### src/rtl/fifo_uart_pkg.sv
// ---------------------------------------------------------------------------
// fifo_uart_pkg
// Shared definitions for the FIFO-fed UART transmitter.
//   - ST_* localparams: 3-bit encodings of the transmitter FSM states.
//   - tx_state_e: FSM state type built on those encodings.
//   - clks_per_bit_legal / stop_bits_legal: parameter legality helpers,
//     evaluated at elaboration time by the top level.
// ---------------------------------------------------------------------------
package fifo_uart_pkg;

    localparam logic [2:0] ST_IDLE  = 3'd0;
    localparam logic [2:0] ST_FETCH = 3'd1;
    localparam logic [2:0] ST_START = 3'd2;
    localparam logic [2:0] ST_DATA  = 3'd3;
    localparam logic [2:0] ST_STOP  = 3'd4;

    typedef enum logic [2:0] {
        S_IDLE  = ST_IDLE,
        S_FETCH = ST_FETCH,
        S_START = ST_START,
        S_DATA  = ST_DATA,
        S_STOP  = ST_STOP
    } tx_state_e;

    // A bit period must contain at least two clocks so that the baud counter
    // is at least one bit wide and bit_end is low while it is held cleared.
    function automatic bit clks_per_bit_legal(input int clks);
        return (clks >= 2);
    endfunction

    function automatic bit stop_bits_legal(input int stop_bits);
        return (stop_bits == 1) || (stop_bits == 2);
    endfunction

endpackage

### src/rtl/fifo_uart_tx_baud_cnt.sv
// ---------------------------------------------------------------------------
// uart_baud_cnt
// Bit-period timer for the UART transmitter. Counts 0..CLKS_PER_BIT-1 and
// wraps on its own at each bit boundary.
//   clk      in   rising-edge clock
//   reset    in   synchronous active-high reset (counter to 0)
//   clear    in   hold the counter at 0 (used while no frame is on the line)
//   bit_end  out  high on the last cycle of each bit period
// ---------------------------------------------------------------------------
module uart_baud_cnt #(
    parameter int CLKS_PER_BIT = 16
) (
    input  logic clk,
    input  logic reset,
    input  logic clear,
    output logic bit_end
);

    localparam int CNT_W = $clog2(CLKS_PER_BIT);
    localparam logic [CNT_W-1:0] CNT_LAST = CNT_W'(CLKS_PER_BIT - 1);

    logic [CNT_W-1:0] cnt_q;
    logic [CNT_W-1:0] cnt_d;

    assign bit_end = (cnt_q == CNT_LAST);

    // Wrap explicitly at CNT_LAST so non-power-of-two bit periods work.
    always_comb begin
        cnt_d = cnt_q + 1'b1;
        if (clear || bit_end) begin
            cnt_d = '0;
        end
    end

    always_ff @(posedge clk) begin
        if (reset) begin
            cnt_q <= '0;
        end else begin
            cnt_q <= cnt_d;
        end
    end

endmodule

### src/rtl/fifo_uart_tx.sv
// ---------------------------------------------------------------------------
// fifo_uart_tx
// Drains words from an upstream synchronous FIFO and sends each one as a
// UART frame: one start bit (0), DATA_W data bits LSB first, STOP_BITS stop
// bits (1). One frame per popped word; the line gives no handshake back.
//   clk         in   rising-edge clock
//   reset       in   synchronous active-high reset
//   enable      in   allows a new word to be fetched (looked at in IDLE only)
//   fifo_empty  in   FIFO empty flag
//   fifo_dout   in   FIFO read data, valid the cycle after fifo_rd_en
//   fifo_rd_en  out  one-cycle pop request per word
//   tx          out  serial line, idles high
//   busy        out  high whenever the FSM is not in IDLE
//   byte_done   out  one-cycle pulse on the final stop-bit cycle
// ---------------------------------------------------------------------------
module fifo_uart_tx
    import fifo_uart_pkg::*;
#(
    parameter int DATA_W       = 8,
    parameter int CLKS_PER_BIT = 16,
    parameter int STOP_BITS    = 1
) (
    input  logic              clk,
    input  logic              reset,
    input  logic              enable,
    input  logic              fifo_empty,
    input  logic [DATA_W-1:0] fifo_dout,
    output logic              fifo_rd_en,
    output logic              tx,
    output logic              busy,
    output logic              byte_done
);

    if (!clks_per_bit_legal(CLKS_PER_BIT)) begin : g_bad_clks_per_bit
        $error("fifo_uart_tx: CLKS_PER_BIT must be at least 2");
    end
    if (!stop_bits_legal(STOP_BITS)) begin : g_bad_stop_bits
        $error("fifo_uart_tx: STOP_BITS must be 1 or 2");
    end

    localparam int BIT_W = $clog2(DATA_W + 1);
    localparam logic [BIT_W-1:0] LAST_DATA_BIT = BIT_W'(DATA_W - 1);
    localparam logic [BIT_W-1:0] LAST_STOP_BIT = BIT_W'(STOP_BITS - 1);

    tx_state_e         state_q,   state_d;
    logic [DATA_W-1:0] shreg_q,   shreg_d;
    logic [BIT_W-1:0]  bit_cnt_q, bit_cnt_d;
    logic              bit_end;
    logic              baud_clear;
    logic              rd_req;

    // Baud counter is held at 0 outside a frame so START always gets a full
    // bit period counted from the cycle after FETCH.
    uart_baud_cnt #(
        .CLKS_PER_BIT (CLKS_PER_BIT)
    ) u_baud_cnt (
        .clk     (clk),
        .reset   (reset),
        .clear   (baud_clear),
        .bit_end (bit_end)
    );

    always_ff @(posedge clk) begin
        if (reset) begin
            state_q   <= S_IDLE;
            shreg_q   <= '0;
            bit_cnt_q <= '0;
        end else begin
            state_q   <= state_d;
            shreg_q   <= shreg_d;
            bit_cnt_q <= bit_cnt_d;
        end
    end

    // bit_cnt_q is reused: it counts data bits in DATA and stop bits in STOP.
    // rd_req includes ~reset so no word is popped (and lost) while the FSM
    // is being forced back to IDLE.
    always_comb begin
        state_d    = state_q;
        shreg_d    = shreg_q;
        bit_cnt_d  = bit_cnt_q;
        rd_req     = 1'b0;
        byte_done  = 1'b0;
        baud_clear = 1'b0;
        tx         = 1'b1;

        case (state_q)
            S_IDLE: begin
                baud_clear = 1'b1;
                bit_cnt_d  = '0;
                rd_req     = enable & ~fifo_empty & ~reset;
                if (rd_req) begin
                    state_d = S_FETCH;
                end
            end
            S_FETCH: begin
                baud_clear = 1'b1;
                shreg_d    = fifo_dout;
                bit_cnt_d  = '0;
                state_d    = S_START;
            end
            S_START: begin
                tx = 1'b0;
                if (bit_end) begin
                    bit_cnt_d = '0;
                    state_d   = S_DATA;
                end
            end
            S_DATA: begin
                tx = shreg_q[0];
                if (bit_end) begin
                    shreg_d = shreg_q >> 1;
                    if (bit_cnt_q == LAST_DATA_BIT) begin
                        bit_cnt_d = '0;
                        state_d   = S_STOP;
                    end else begin
                        bit_cnt_d = bit_cnt_q + 1'b1;
                    end
                end
            end
            S_STOP: begin
                if (bit_end) begin
                    if (bit_cnt_q == LAST_STOP_BIT) begin
                        byte_done = 1'b1;
                        bit_cnt_d = '0;
                        state_d   = S_IDLE;
                    end else begin
                        bit_cnt_d = bit_cnt_q + 1'b1;
                    end
                end
            end
            default: begin
                state_d = S_IDLE;
            end
        endcase
    end

    assign fifo_rd_en = rd_req;
    assign busy       = (state_q != S_IDLE);

endmodule
### config.mk
export PLATFORM = sky130hd
export DESIGN_NAME = fifo_uart_tx
export DESIGN_NICKNAME = d
export VERILOG_FILES = /design/src/rtl/fifo_uart_pkg.sv /design/src/rtl/fifo_uart_tx_baud_cnt.sv /design/src/rtl/fifo_uart_tx.sv
export SDC_FILE = /design/constraint.sdc
export NUM_CORES = 1
export LEC_CHECK = 0
export CORE_MARGIN = 1.5
export CORE_UTILIZATION = 52
export CTS_CLUSTER_SIZE = 12
export DETAILED_ROUTE_END_ITERATION = 8
export PLACE_DENSITY = 0.78
export SLEW_MARGIN = 20
export SYNTH_ARGS = -nofsm -noshare
export SYNTH_HDL_FRONTEND = slang
export SYNTH_HIERARCHICAL = 1
export SYNTH_SLANG_ARGS = --single-unit
### constraint.sdc
create_clock -name clk -period 2.3 [get_ports clk]
set_input_delay 0.345 -clock clk [delete_from_list [all_inputs] [get_ports clk]]
set_output_delay 0.345 -clock clk [all_outputs]
set_load 0.005 [all_outputs]
# After elaboration in Yosys (flattened, before gate mapping)
# Index checks and enable logic that the tools add are counted.
[word_totals] wordCells=54 mem_bits_rw=0 n_memories=0 register_bits=19 inputBits=12 output_inout_bits=4 romBits=0 latch_bits=0
[op_classes] magnitude_cmp=0 n_addsub=2 n_eq_ne=12 mul=0 n_mux=21 div=0 n_reduce_logical=11 shift=0 bitwise_logic=4
[op_table] op="2-to-1 mux 4 bit" count=5
[op_table] op="2-to-1 mux 3 bit" count=6
[op_table] op="one-hot mux 4 bit (4 select lines)" count=1
[op_table] op="one-hot mux 8 bit (2 select lines)" count=1
[op_table] op="one-hot mux 3 bit (5 select lines)" count=1
[op_table] op="adder 4 x 1 -> 4 bit, second input constant" count=2
[op_table] op="2-to-1 mux 8 bit" count=1
[op_table] op="== test 3 x 2 -> 1 bit, second input constant" count=2
[op_table] op="inequality test 2 x 1 -> 1 bit, second input constant" count=3
[op_table] op="inequality test 2 bit, second input constant" count=3
[op_table] op="AND reduction 6 bit" count=1
[op_table] op="2-to-1 mux 1 bit" count=5
[op_table] op="== test 4 x 3 -> 1 bit, second input constant" count=1
[op_table] op="== test 4 bit, second input constant" count=1
[op_table] op="zero test 4 bit" count=1
[op_table] op="AND reduction 4 bit" count=1
[op_table] op="nonzero test 4 bit" count=1
[op_table] op="OR reduction 2 bit" count=2
[op_table] op="== test 3 x 1 -> 1 bit, second input constant" count=1
[op_table] op="== test 3 bit, second input constant" count=1
[op_table] op="zero test 3 bit" count=1
[op_table] op="nonzero test 3 bit" count=1
[op_table] op="AND 1 bit" count=2
[op_table] op="NOT 1 bit" count=2
[op_table] op="other kinds (4)" count=4

# Logic depth before layout (Yosys ltp)
# Gate-level depths: netlist of run 1.
[depth] depth_word=5 depth_mapped=8 depth_no_buf=7

# By module
# The synthesis of run 1 kept the hierarchy.
[modules_own_cells] mod="fifo_uart_tx" cells_each=113 seq_area_each_um2=300.3 area_each_um2=868.3 instances=1
[modules_own_cells] mod="uart_baud_cnt" cells_each=16 seq_area_each_um2=80.1 area_each_um2=157.7 instances=1

# Worst setup path after synthesis of run 1
# OpenSTA, ideal clock, no wires.
[synth_timing] path_type="register to register" from="reg bit_cnt_q[0]" to="reg state_q[2]" slack_ns=0.556 synth_period_minus_slack_ns=1.744 stages_incl_launch_ff=7 t_arrival_ns=1.657 setup_time_ns=0.086 cell_sequence="dfxtp_1 > inv_1 > ha_1 > or3b_1 > a22o_1 > or3_4 > a221oi_2"
[synth_via] elab_chain_len=3 elab_cells_between_ends=5 classes_between="eq/ne (3); reduce/logical (2)"
[synth_rtl] item="start, declared" line_no="fifo_uart_tx.sv:47" rtl="logic [BIT_W-1:0] bit_cnt_q, bit_cnt_d;"
[synth_rtl] item="start signal, assigned" line_no="fifo_uart_tx.sv:71" rtl="bit_cnt_q <= bit_cnt_d;"
[synth_rtl] item="== test 4 x 3 -> 1 bit / zero test 4 bit (equally long branches)" line_no="fifo_uart_tx.sv:113, fifo_uart_tx.sv:123"
[synth_rtl] item="inequality test 2 bit (no source line)"
[synth_rtl] item="AND reduction 6 bit (no source line) (*)"
[synth_rtl] item="end signal, assigned" line_no="fifo_uart_tx.sv:69" rtl="state_q <= state_d;"
[synth_rtl] item="end, declared" line_no="fifo_uart_tx.sv:45" rtl="tx_state_e state_q, state_d;"
# Mark *: on every way between the ends. The rest lies on a longest branch, timed or not.
# A chain may end at the register's enable or synchronous reset.

# Worst setup path after layout of run 1
[layout_timing] from="reg state_q[0]" to="out fifo_rd_en"
[layout_via] elab_chain_len=2
[layout_rtl] item="zero test 3 bit" line_no="fifo_uart_tx.sv:87" rtl="case (state_q)"
[layout_rtl] item="2-to-1 mux 1 bit" line_no="fifo_uart_tx.sv:87"
[layout_rtl] item="end, declared" line_no="fifo_uart_tx.sv:28" rtl="output logic fifo_rd_en,"
# No other way between the ends.

==> impl_metrics.csv, run 1 <==
group,metric,value,unit
clocking,postCtsSetupBuffers,0,
clocking,cts_tree,"built",
setup_path,reg2reg_depth,8,
die,row_count,15,
place,post-place-ws,0.156,ns
global_route,grt_pass1_vias,909,
pwr,irDropWorstVdd,0.657,mV
global_route,antenna_found_initial,0,
sta,period_needed,2.12,ns
final_layout,drive_gt1_share,12.9,%
synth,yosysWarnings,6,
synth,synth_ff_type,"dfxtp_1",
place,place_hpwl,1.62,mm
global_route,grt_max_degree,20,
routing,drtIter0Drc,26,
setup_path,endpoint,"fifo_rd_en",
clocking,cts.sinks,19,
setup_path,r2r_end,"bit_cnt_q[2]",
die,die_w,47.4,um
setup_path,cp.arrival,1.77,ns
sta,post-route-period-util,92.1,%
clocking,clk_pin_slew,0.10,ns
global_route,grt_overflow,0,
synth,synthDistinctLibCells,39,
synth,yosysTopAreaCell,"dfxtp_1",
setup_path,crit_required,1.96,ns
clocking,root_buffer,"clkbuf_4",
synth,syn_inst,129,
setup_path,cp-startpoint,"state_q[0]",
synth,synthTopCellsByArea,"dfxtp_1, a311oi_1, nor2_1",
final_layout,num_antenna_cells,0,
pwr,powerDensity,878,nW/um2
routing,viasPerCell,5.73,
setup_path,critPathKind,"flip-flop to output port",
setup_path,crit_path_start_kind,"flip-flop",
die,io_pins,16,
synth,ys_seq_elements,19,
sta,max_freq,472,MHz
sta,fin_skew,0.00523,ns
run_status,outcome,"complete, no violations",
synth,synth_top_area_share,37.1,%
sta,worst_pin_slew,0.459,ns
clocking,cts_inserted_buffers,3,
place,numPortBuffers,15,
routing,detail-route-antenna-nets,0,
synth,yosysSeqAreaShare,37.1,%
global_route,track_usage,22.6,%
final_layout,fill_cells,146,
routing,via_count,985,
synth,syn_area,1030,um2
synth,async_reset_ff_share,0,%
clocking,clk_latency,0.30,ns
setup_path,rr_startpoint,"u_baud_cnt/cnt_q[0]",
clocking,h-tree-depth,1,
global_route,grt_pass1_wl,3.66,mm
die,die-height,47.4,um
synth,yosysMostFrequentCell,"dfxtp_1",
place,gp_congestion,0.825,
die,start_util,57.5,%
clocking,cts.path.max_buffers,2,
final_layout,syn2layout_area_growth,22.9,%
routing,wl_per_cell,12.7,um
synth,synth.avg_cell_area,7.95,um2
setup_path,end_kind,"output port",
setup_path,reg2reg_slack,0.38,ns
sta,fin_tns_setup,0,ns
routing,firstDrtPassIters,4,
routing,wirelength,2.19,mm
synth,synth_common_cells,"dfxtp_1, nor2_1, nand2_1",
sta,hold_violations,0,
die,coreArea,1780,um2
run,maxCapViolCount,0,
min_path,hp-class,"flip-flop to flip-flop",
synth,synth_edf_count,0,
final_layout,multi_input_area,579,um2
routing,drc,0,
final_layout,seq_area,382,um2
final_layout,layout.nets,163,
die,die_area,2250,um2
place,dp.cells,168,
pwr,power_leakage,0.000484,uW
sta,drv_slew,0,
setup_path,critPathMaxFanout,17,
sta,rsz0062_at_grt,"false",
sta,fin_ws,0.181,ns
sta,relSlewSlack,69.2,%
final_layout,stdcell_count,172,
sta,finalSetupViolations,0,
synth,syn_nets,144,
==> sequential cells by signal (all words and copies together) (netlist names) <==
signal	count
bit_cnt_q	4
shreg_q	8
state_q	3
u_baud_cnt/cnt_q	4
==> power by group <==
group          switching (uW)  internal [uW]
clock network             101           67.6
logic                     254            230
registers                49.1            405
==> per-layer routing <==
| layer | vias to the layer above | global-route usage, % | share of wire, % |
|---|---|---|---|
| met5 | - | 0 | 0 |
| met4 | 0 | 7.78 | 0.87 |
| met3 | 4 | 4.91 | 5.2 |
| met2 | 40 | 36.8 | 48 |
| met1 | 447 | 29.5 | 46 |
| li1 | 494 | - | - |
==> final cells by class <==
type                            instances  share of cell area [%]
Clock buffer                            4                    2.08
Inverter                                8                    2.38
Multi-Input combinational cell         93                    45.9
Sequential cell                        19                    30.3
Tap cell                               25                    2.48
Timing Repair Buffer                   23                    16.9
==> timing repair <==
action                                  4_1_cts  5_1_grt
hold buffers                                  0        0
endpoints found under the setup margin        1        1
resized for setup                             3        1
==> critical path, stage by stage, from the launching register on <==
cell             delay [ns]
dfxtp_1                0.33
buf_4                  0.19
nor3_1                 0.27
inv_1                  0.09
nor2_1                 0.10
clkdlybuf4s50_1        0.50
==> cell usage in the layout, fill, tap and decap left out, types with 2 or more instances in the layout <==
cell	instances
a21oi_1	6
a311oi_1	7
and2_1	2
buf_4	8
clkbuf_4	3
clkdlybuf4s50_1	14
dfxtp_1	18
ha_1	3
inv_1	8
nand2_1	13
nand2b_1	4
nand3_1	11
nor2_1	15
nor3_1	2
nor3_2	2
nor3b_1	2
o21ai_0	2
o311ai_0	2
==> worst min-delay path by stage <==
stage / start / to / cells after the start
2_1_floorplan: reset / u_baud_cnt/cnt_q[2] / 1
3_3_place_gp: u_baud_cnt/cnt_q[0] / u_baud_cnt/cnt_q[0] / 1
3_5_place_dp: u_baud_cnt/cnt_q[0] / u_baud_cnt/cnt_q[0] / 1
4_1_cts: u_baud_cnt/cnt_q[0] / u_baud_cnt/cnt_q[0] / 1
5_1_grt: u_baud_cnt/cnt_q[0] / u_baud_cnt/cnt_q[0] / 1
6_report: u_baud_cnt/cnt_q[0] / u_baud_cnt/cnt_q[0] / 1
==> cell families (layout without fill, tap and decap cells) <==
| kind of cell | Yosys count | after routing | synth area share [%] |
|---|---|---|---|
| adder cells (fa/ha/maj) | 3 | 3 | 3.66 |
| AO/OA/AOI/OAI | 26 | 26 | 19.0 |
| AND/OR/NAND/NOR | 62 | 62 | 31.3 |
| flip-flops | 19 | 19 | 37.1 |
| XOR/XNOR | 2 | 2 | 1.71 |
| buffers and inverters | 17 | 35 | 7.20 |
==> through the flow <==
stage	utilization (%)	instance area [um2]	total power [uW]	hold WS [ns]
5_1_grt	70.7	1260	1190	0.489
3_3_place_gp	68.6	1220	919	0.435
2_1_floorplan	-	1030	769	0.416
4_1_cts	70.6	1260	1110	0.462
3_5_place_dp	68.6	1220	939	0.446
6_report	70.7	1260	1110	0.460
Note: power is estimated with default switching activity, not from simulation.
==> inputs of run 2 (changes only) <==
Settings changed: CORE_MARGIN 1.5 to default, SLEW_MARGIN 20 to default.
==> impl_metrics.csv, run 2 (synthesis gave the netlist of run 1 again) <==
group,metric,value,unit
final_layout,num_antenna_cells,0,
routing,wl_met1,952,um
sta,relSlewSlack,70.1,%
place,place_hpwl,1.50,mm
setup_path,crit_path_start_kind,"flip-flop",
clocking,clk_latency,0.29,ns
setup_path,crit_required,1.96,ns
final_layout,layout.nets,163,
sta,drv_slew,0,
setup_path,reg2reg_depth,8,
routing,detail-route-antenna-nets,0,
global_route,track_usage,21.5,%
die,die_area,2150,um2
clocking,cts.path.max_buffers,2,
final_layout,final_cell_mix,"dfxtp_1, nor2_1, clkdlybuf4s50_1",
setup_path,critPathMaxFanout,17,
sta,fin_tns_setup,0,ns
final_layout,mostFrequentLayoutCell,"dfxtp_1",
sta,worst_pin_slew,0.446,ns
sta,max_freq,476,MHz
setup_path,reg2reg_slack,0.40,ns
routing,firstDrtPassIters,4,
die,die_w,46.4,um
sta,finalSetupViolations,0,
sta,fin_skew,0.00451,ns
place,numPortBuffers,15,
die,io_pins,16,
routing,drc,0,
sta,hold_ws,0.457,ns
final_layout,fin_util,70.9,%
die,coreArea,1780,um2
pwr,total_power,1100,uW
routing,wl_per_cell,11.9,um
setup_path,r2r_end,"bit_cnt_q[2]",
global_route,grt_pass1_wl,3.30,mm
final_layout,reg.largest.list,"shreg_q: 8 flops, bit_cnt_q: 4 flops, u_baud_cnt/cnt_q: 4 flops",
min_path,hp-start,"u_baud_cnt/cnt_q[0]",
place,dp.cells,168,
sta,period_needed,2.10,ns
run_status,outcome,"complete, no violations",
clocking,cts_hold_buf,0,
pwr,irDropWorstVdd,0.529,mV
global_route,grt_max_degree,20,
routing,wl_met2,978,um
setup_path,rr_startpoint,"u_baud_cnt/cnt_q[0]",
routing,met3WireLength,99,um
global_route,antenna_found_initial,0,
sta,hold_violations,0,
clocking,cts_inserted_buffers,3,
clocking,cts.sinks,19,
clocking,cts_tree,"built",
routing,via_count,954,
routing,drtIter0Drc,28,
final_layout,fill_cells,156,
final_layout,stdcell_count,172,
clocking,clk_pin_slew,0.10,ns
setup_path,critPathKind,"flip-flop to output port",
die,die-height,46.4,um
run,maxCapViolCount,0,
routing,wirelength,2.05,mm
clocking,root_buffer,"clkbuf_4",
final_layout,syn2layout_area_growth,23.2,%
min_path,holdPathStages,1,
pwr,power_leakage,0.000487,uW
min_path,hold-path-endpoint,"u_baud_cnt/cnt_q[0]",
global_route,grt_overflow,0,
clocking,h-tree-depth,1,
final_layout,largest_reg_flops,8,
routing,highest_layer,"met4",
setup_path,cp.arrival,1.76,ns
final_layout,regMostFlops,"shreg_q",
routing,viasPerCell,5.55,
sta,post-route-period-util,91.4,%
final_layout,drive_gt1_share,14.3,%
sta,rsz0062_at_grt,"false",
pwr,powerDensity,873,nW/um2
place,gp_congestion,0.828,
min_path,hp-class,"flip-flop to flip-flop",
die,row_count,15,
global_route,grt_pass1_vias,781,
setup_path,end_kind,"output port",
die,start_util,57.5,%
[run 2: area by class of cell]
| class | count | area [um2] | area share, % |
|---|---|---|---|
| Multi-Input combinational cell | 93 | 579 | 45.8 |
| Sequential cell | 19 | 383 | 30.3 |
| Timing Repair Buffer | 23 | 213 | 16.8 |
| Tap cell | 25 | 31.3 | 2.48 |
| Inverter | 8 | 30.0 | 2.38 |
| Clock buffer | 3 | 22.5 | 1.78 |
| Clock inverter | 1 | 5.00 | 0.396 |
[run 2: how the worst max path moves through the flow]
stage	endpoint	slack, ns	startpoint
5_1_grt	fifo_rd_en	0.08	state_q[0]
3_3_place_gp	state_q[2]	0.21	enable
2_1_floorplan	state_q[2]	0.56	bit_cnt_q[0]
4_1_cts	byte_done	0.005	bit_cnt_q[0]
6_report	fifo_rd_en	0.20	state_q[0]
3_5_place_dp	state_q[2]	0.15	enable
[run 2: per-stage QoR]
stage	cell area [um2]	worst slack (ns)
3_3_place_gp	1220	0.212
2_1_floorplan	1030	0.556
3_5_place_dp	1220	0.146
4_1_cts	1260	0.00513
5_1_grt	1260	0.0838
6_report	1260	0.197
[run 2: metal layers]
| metal | track usage, % | vias to the layer above |
|---|---|---|
| met1 | 28.7 | 437 |
| li1 | - | 490 |
| met4 | 7.06 | 0 |
| met5 | 0 | - |
| met2 | 33.9 | 25 |
| met3 | 4.71 | 2 |
[run 2: repair_timing]
item	CTS	global route
endpoints found under the setup margin	1	1
buffers inserted	0	0
gates resized for setup	2	3
[run 2: power by group]
part | switching, uW | internal, uW | total, uW
Sequential | 47.9 | 406 | 454
Combinational | 252 | 231 | 482
Clock | 102 | 64.7 | 167
[run 2: critical path, stage by stage, from the launching register on]
cell and delay [ns]:
dfxtp_1 0.33, buf_4 0.19, nor3_1 0.27, inv_1 0.09, nor2_1 0.10, clkdlybuf4s50_1 0.50
==> inputs of run 3 (changes only) <==
Settings changed: CAP_MARGIN from default to 20, CTS_BUF_LIST from default to sky130_fd_sc_hd__clkbuf_16, GPL_TIMING_DRIVEN from default to 0.
==> impl_metrics.csv, run 3 (synthesis gave the netlist of run 1 again) <==
group,metric,value,unit
final_layout,regMostFlops,"shreg_q",
final_layout,seq_area,382,um2
clocking,root_buffer,"clkbuf_16",
clocking,cts_tree,"built",
setup_path,critPathKind,"input pin to output port",
global_route,antenna_found_initial,0,
pwr,p_sw,429,uW
die,io_pins,16,
setup_path,crit_buf_inv,2,
final_layout,largest_reg_flops,8,
final_layout,drive_gt1_share,10.3,%
routing,drc,0,
routing,via_count,1009,
die,die-height,46.4,um
min_path,hp-start,"reset",
setup_path,cp.arrival,1.74,ns
global_route,globalRouteMet3Util,3.92,%
die,die_area,2150,um2
sta,fin_ws,0.213,ns
pwr,power_leakage,0.000503,uW
setup_path,cp-startpoint,"enable",
final_layout,reg.largest.list,"shreg_q: 8 flops, bit_cnt_q: 4 flops, u_baud_cnt/cnt_q: 4 flops",
final_layout,syn2layout_area_growth,25.7,%
sta,period_needed,2.09,ns
run,maxCapViolCount,0,
sta,worst_pin_slew,0.714,ns
final_layout,layout.nets,162,
pwr,p_clk_share,28.3,%
routing,viasPerCell,5.90,
sta,fin_skew,0.00453,ns
place,place_area,1210,um2
pwr,total_power,1270,uW
setup_path,crit_required,1.96,ns
final_layout,num_antenna_cells,0,
routing,firstDrtPassIters,4,
clocking,clk_pin_slew,0.06,ns
setup_path,cpPeakStageDelay,0.50,ns
pwr,p_sw_share,33.9,%
sta,relSlewSlack,52.1,%
global_route,track_usage,22.7,%
global_route,grt_overflow,0,
global_route,grt_use_met2,37.5,%
setup_path,path_common_cell,"clkdlybuf4s50_1",
setup_path,rr_startpoint,"u_baud_cnt/cnt_q[0]",
min_path,holdPathStages,2,
place,dp.cells,169,
place,post-place-ws,-0.0206,ns
clocking,postCtsSetupBuffers,0,
pwr,powerDensity,982,nW/um2
global_route,grtUsageMet1,28.4,%
place,numPortBuffers,15,
sta,drv_slew,0,
final_layout,fin_area,1290,um2
routing,detail-route-antenna-nets,0,
sta,hold_violations,0,
setup_path,reg2reg_depth,8,
die,row_count,15,
final_layout,final_cell_mix,"dfxtp_1, nor2_1, nand2_1, clkdlybuf4s50_1, nand3_1",
setup_path,r2r_end,"shreg_q[4]",
die,die_w,46.4,um
routing,drtIter0Drc,31,
sta,rsz0062_at_grt,"false",
place,gp_congestion,0.848,
pwr,combPwrFrac,34.9,%
setup_path,crit_family,"buffers and inverters",
global_route,top_usage_layer,"met2",
clocking,cts_inserted_buffers,3,
global_route,grt_pass1_wl,3.53,mm
run_status,outcome,"complete, no violations",
clocking,clk_latency,0.25,ns
global_route,grt_max_degree,12,
setup_path,crit_chain,"clkdlybuf4s50_1 > or3b_1 > nor2_1 > clkdlybuf4s50_1",
final_layout,fill_cells,154,
pwr,p_int,837,uW
pwr,seqPwrFrac,36.8,%
setup_path,reg2reg_slack,0.31,ns
setup_path,worst_path_max_delay_cell,"clkdlybuf4s50_1",
clocking,h-tree-depth,1,
setup_path,crit_path_start_kind,"input pin",
setup_path,end_kind,"output port",
final_layout,mostFrequentLayoutCell,"dfxtp_1",
min_path,hp-class,"input pin to flip-flop",
sta,max_freq,479,MHz
routing,wl_per_cell,13.1,um
global_route,grt_pass1_vias,871,
routing,wirelength,2.24,mm
min_path,hold-path-endpoint,"u_baud_cnt/cnt_q[2]",
die,coreArea,1780,um2
sta,fin_tns_setup,0,ns
sta,post-route-period-util,90.7,%
setup_path,critPathMaxFanout,2,
sta,finalSetupViolations,0,
clocking,cts.path.max_buffers,2,
final_layout,stdcell_count,171,
clocking,cts_hold_buf,0,
clocking,cts.sinks,19,
setup_path,path_depth,4,
pwr,irDropWorstVdd,0.590,mV
die,start_util,57.5,%
final_layout,multi_input_area,574,um2
-- run 3: cell count changes in the layout (fill, tap and decap cells not counted), moves of 2 or more --
| cell | previous run | this run |
|---|---|---|
| buf_4 | 8 | 0 |
| clkbuf_1 | 0 | 3 |
| clkbuf_16 | 0 | 3 |
| clkbuf_4 | 3 | 0 |
| buf_2 | 0 | 2 |
-- run 3: layer usage --
layer / routed length [um] / up-vias
met5: 0 / -
met3: 131 / 6
met4: 29 / 0
li1: - / 489
met1: 987 / 472
met2: 1090 / 42
-- run 3: final cells by class --
class | count | area share [%]
inverters | 8 | 2.33
repair buffers | 15 | 12.0
well taps | 25 | 2.42
flip-flops and latches | 19 | 29.6
multi-input cells | 93 | 44.5
clock buffers | 3 | 5.82
plain buffers | 7 | 2.91
clock inverters | 1 | 0.388
-- run 3: worst max path at each step --
stage	endpoint	slack, ns
floorplan	state_q[2]	0.56
global placement	state_q[2]	-0.006
detailed placement	state_q[2]	-0.02
CTS	fifo_rd_en	0.01
global route	shreg_q[4]	0.13
finish	fifo_rd_en	0.21
-- run 3: stage by stage --
stage | hold slack (ns) | util, %
after floorplan | 0.416 | -
after global placement | 0.437 | 67.7
after detailed placement | 0.440 | 67.7
after CTS | 0.450 | 72.0
after global routing | 0.386 | 72.4
final | 0.350 | 72.4
-- run 3: power groups by stage --
| stage | Clock (uW) | Sequential (uW) | Combinational [uW] |
|---|---|---|---|
| 6_report | 358 | 466 | 442 |
| 5_1_grt | 375 | 473 | 486 |
| 4_1_cts | 361 | 452 | 450 |
| 3_5_place_dp | 0 | 449 | 457 |
| 3_3_place_gp | 0 | 444 | 442 |
| 2_1_floorplan | 0 | 439 | 330 |
-- run 3: repair_timing --
| item | in CTS | in global routing |
|---|---|---|
| gates resized for setup | 0 | 6 |
| gates cloned | 0 | 0 |
| endpoints found under the setup margin | 1 | 3 |
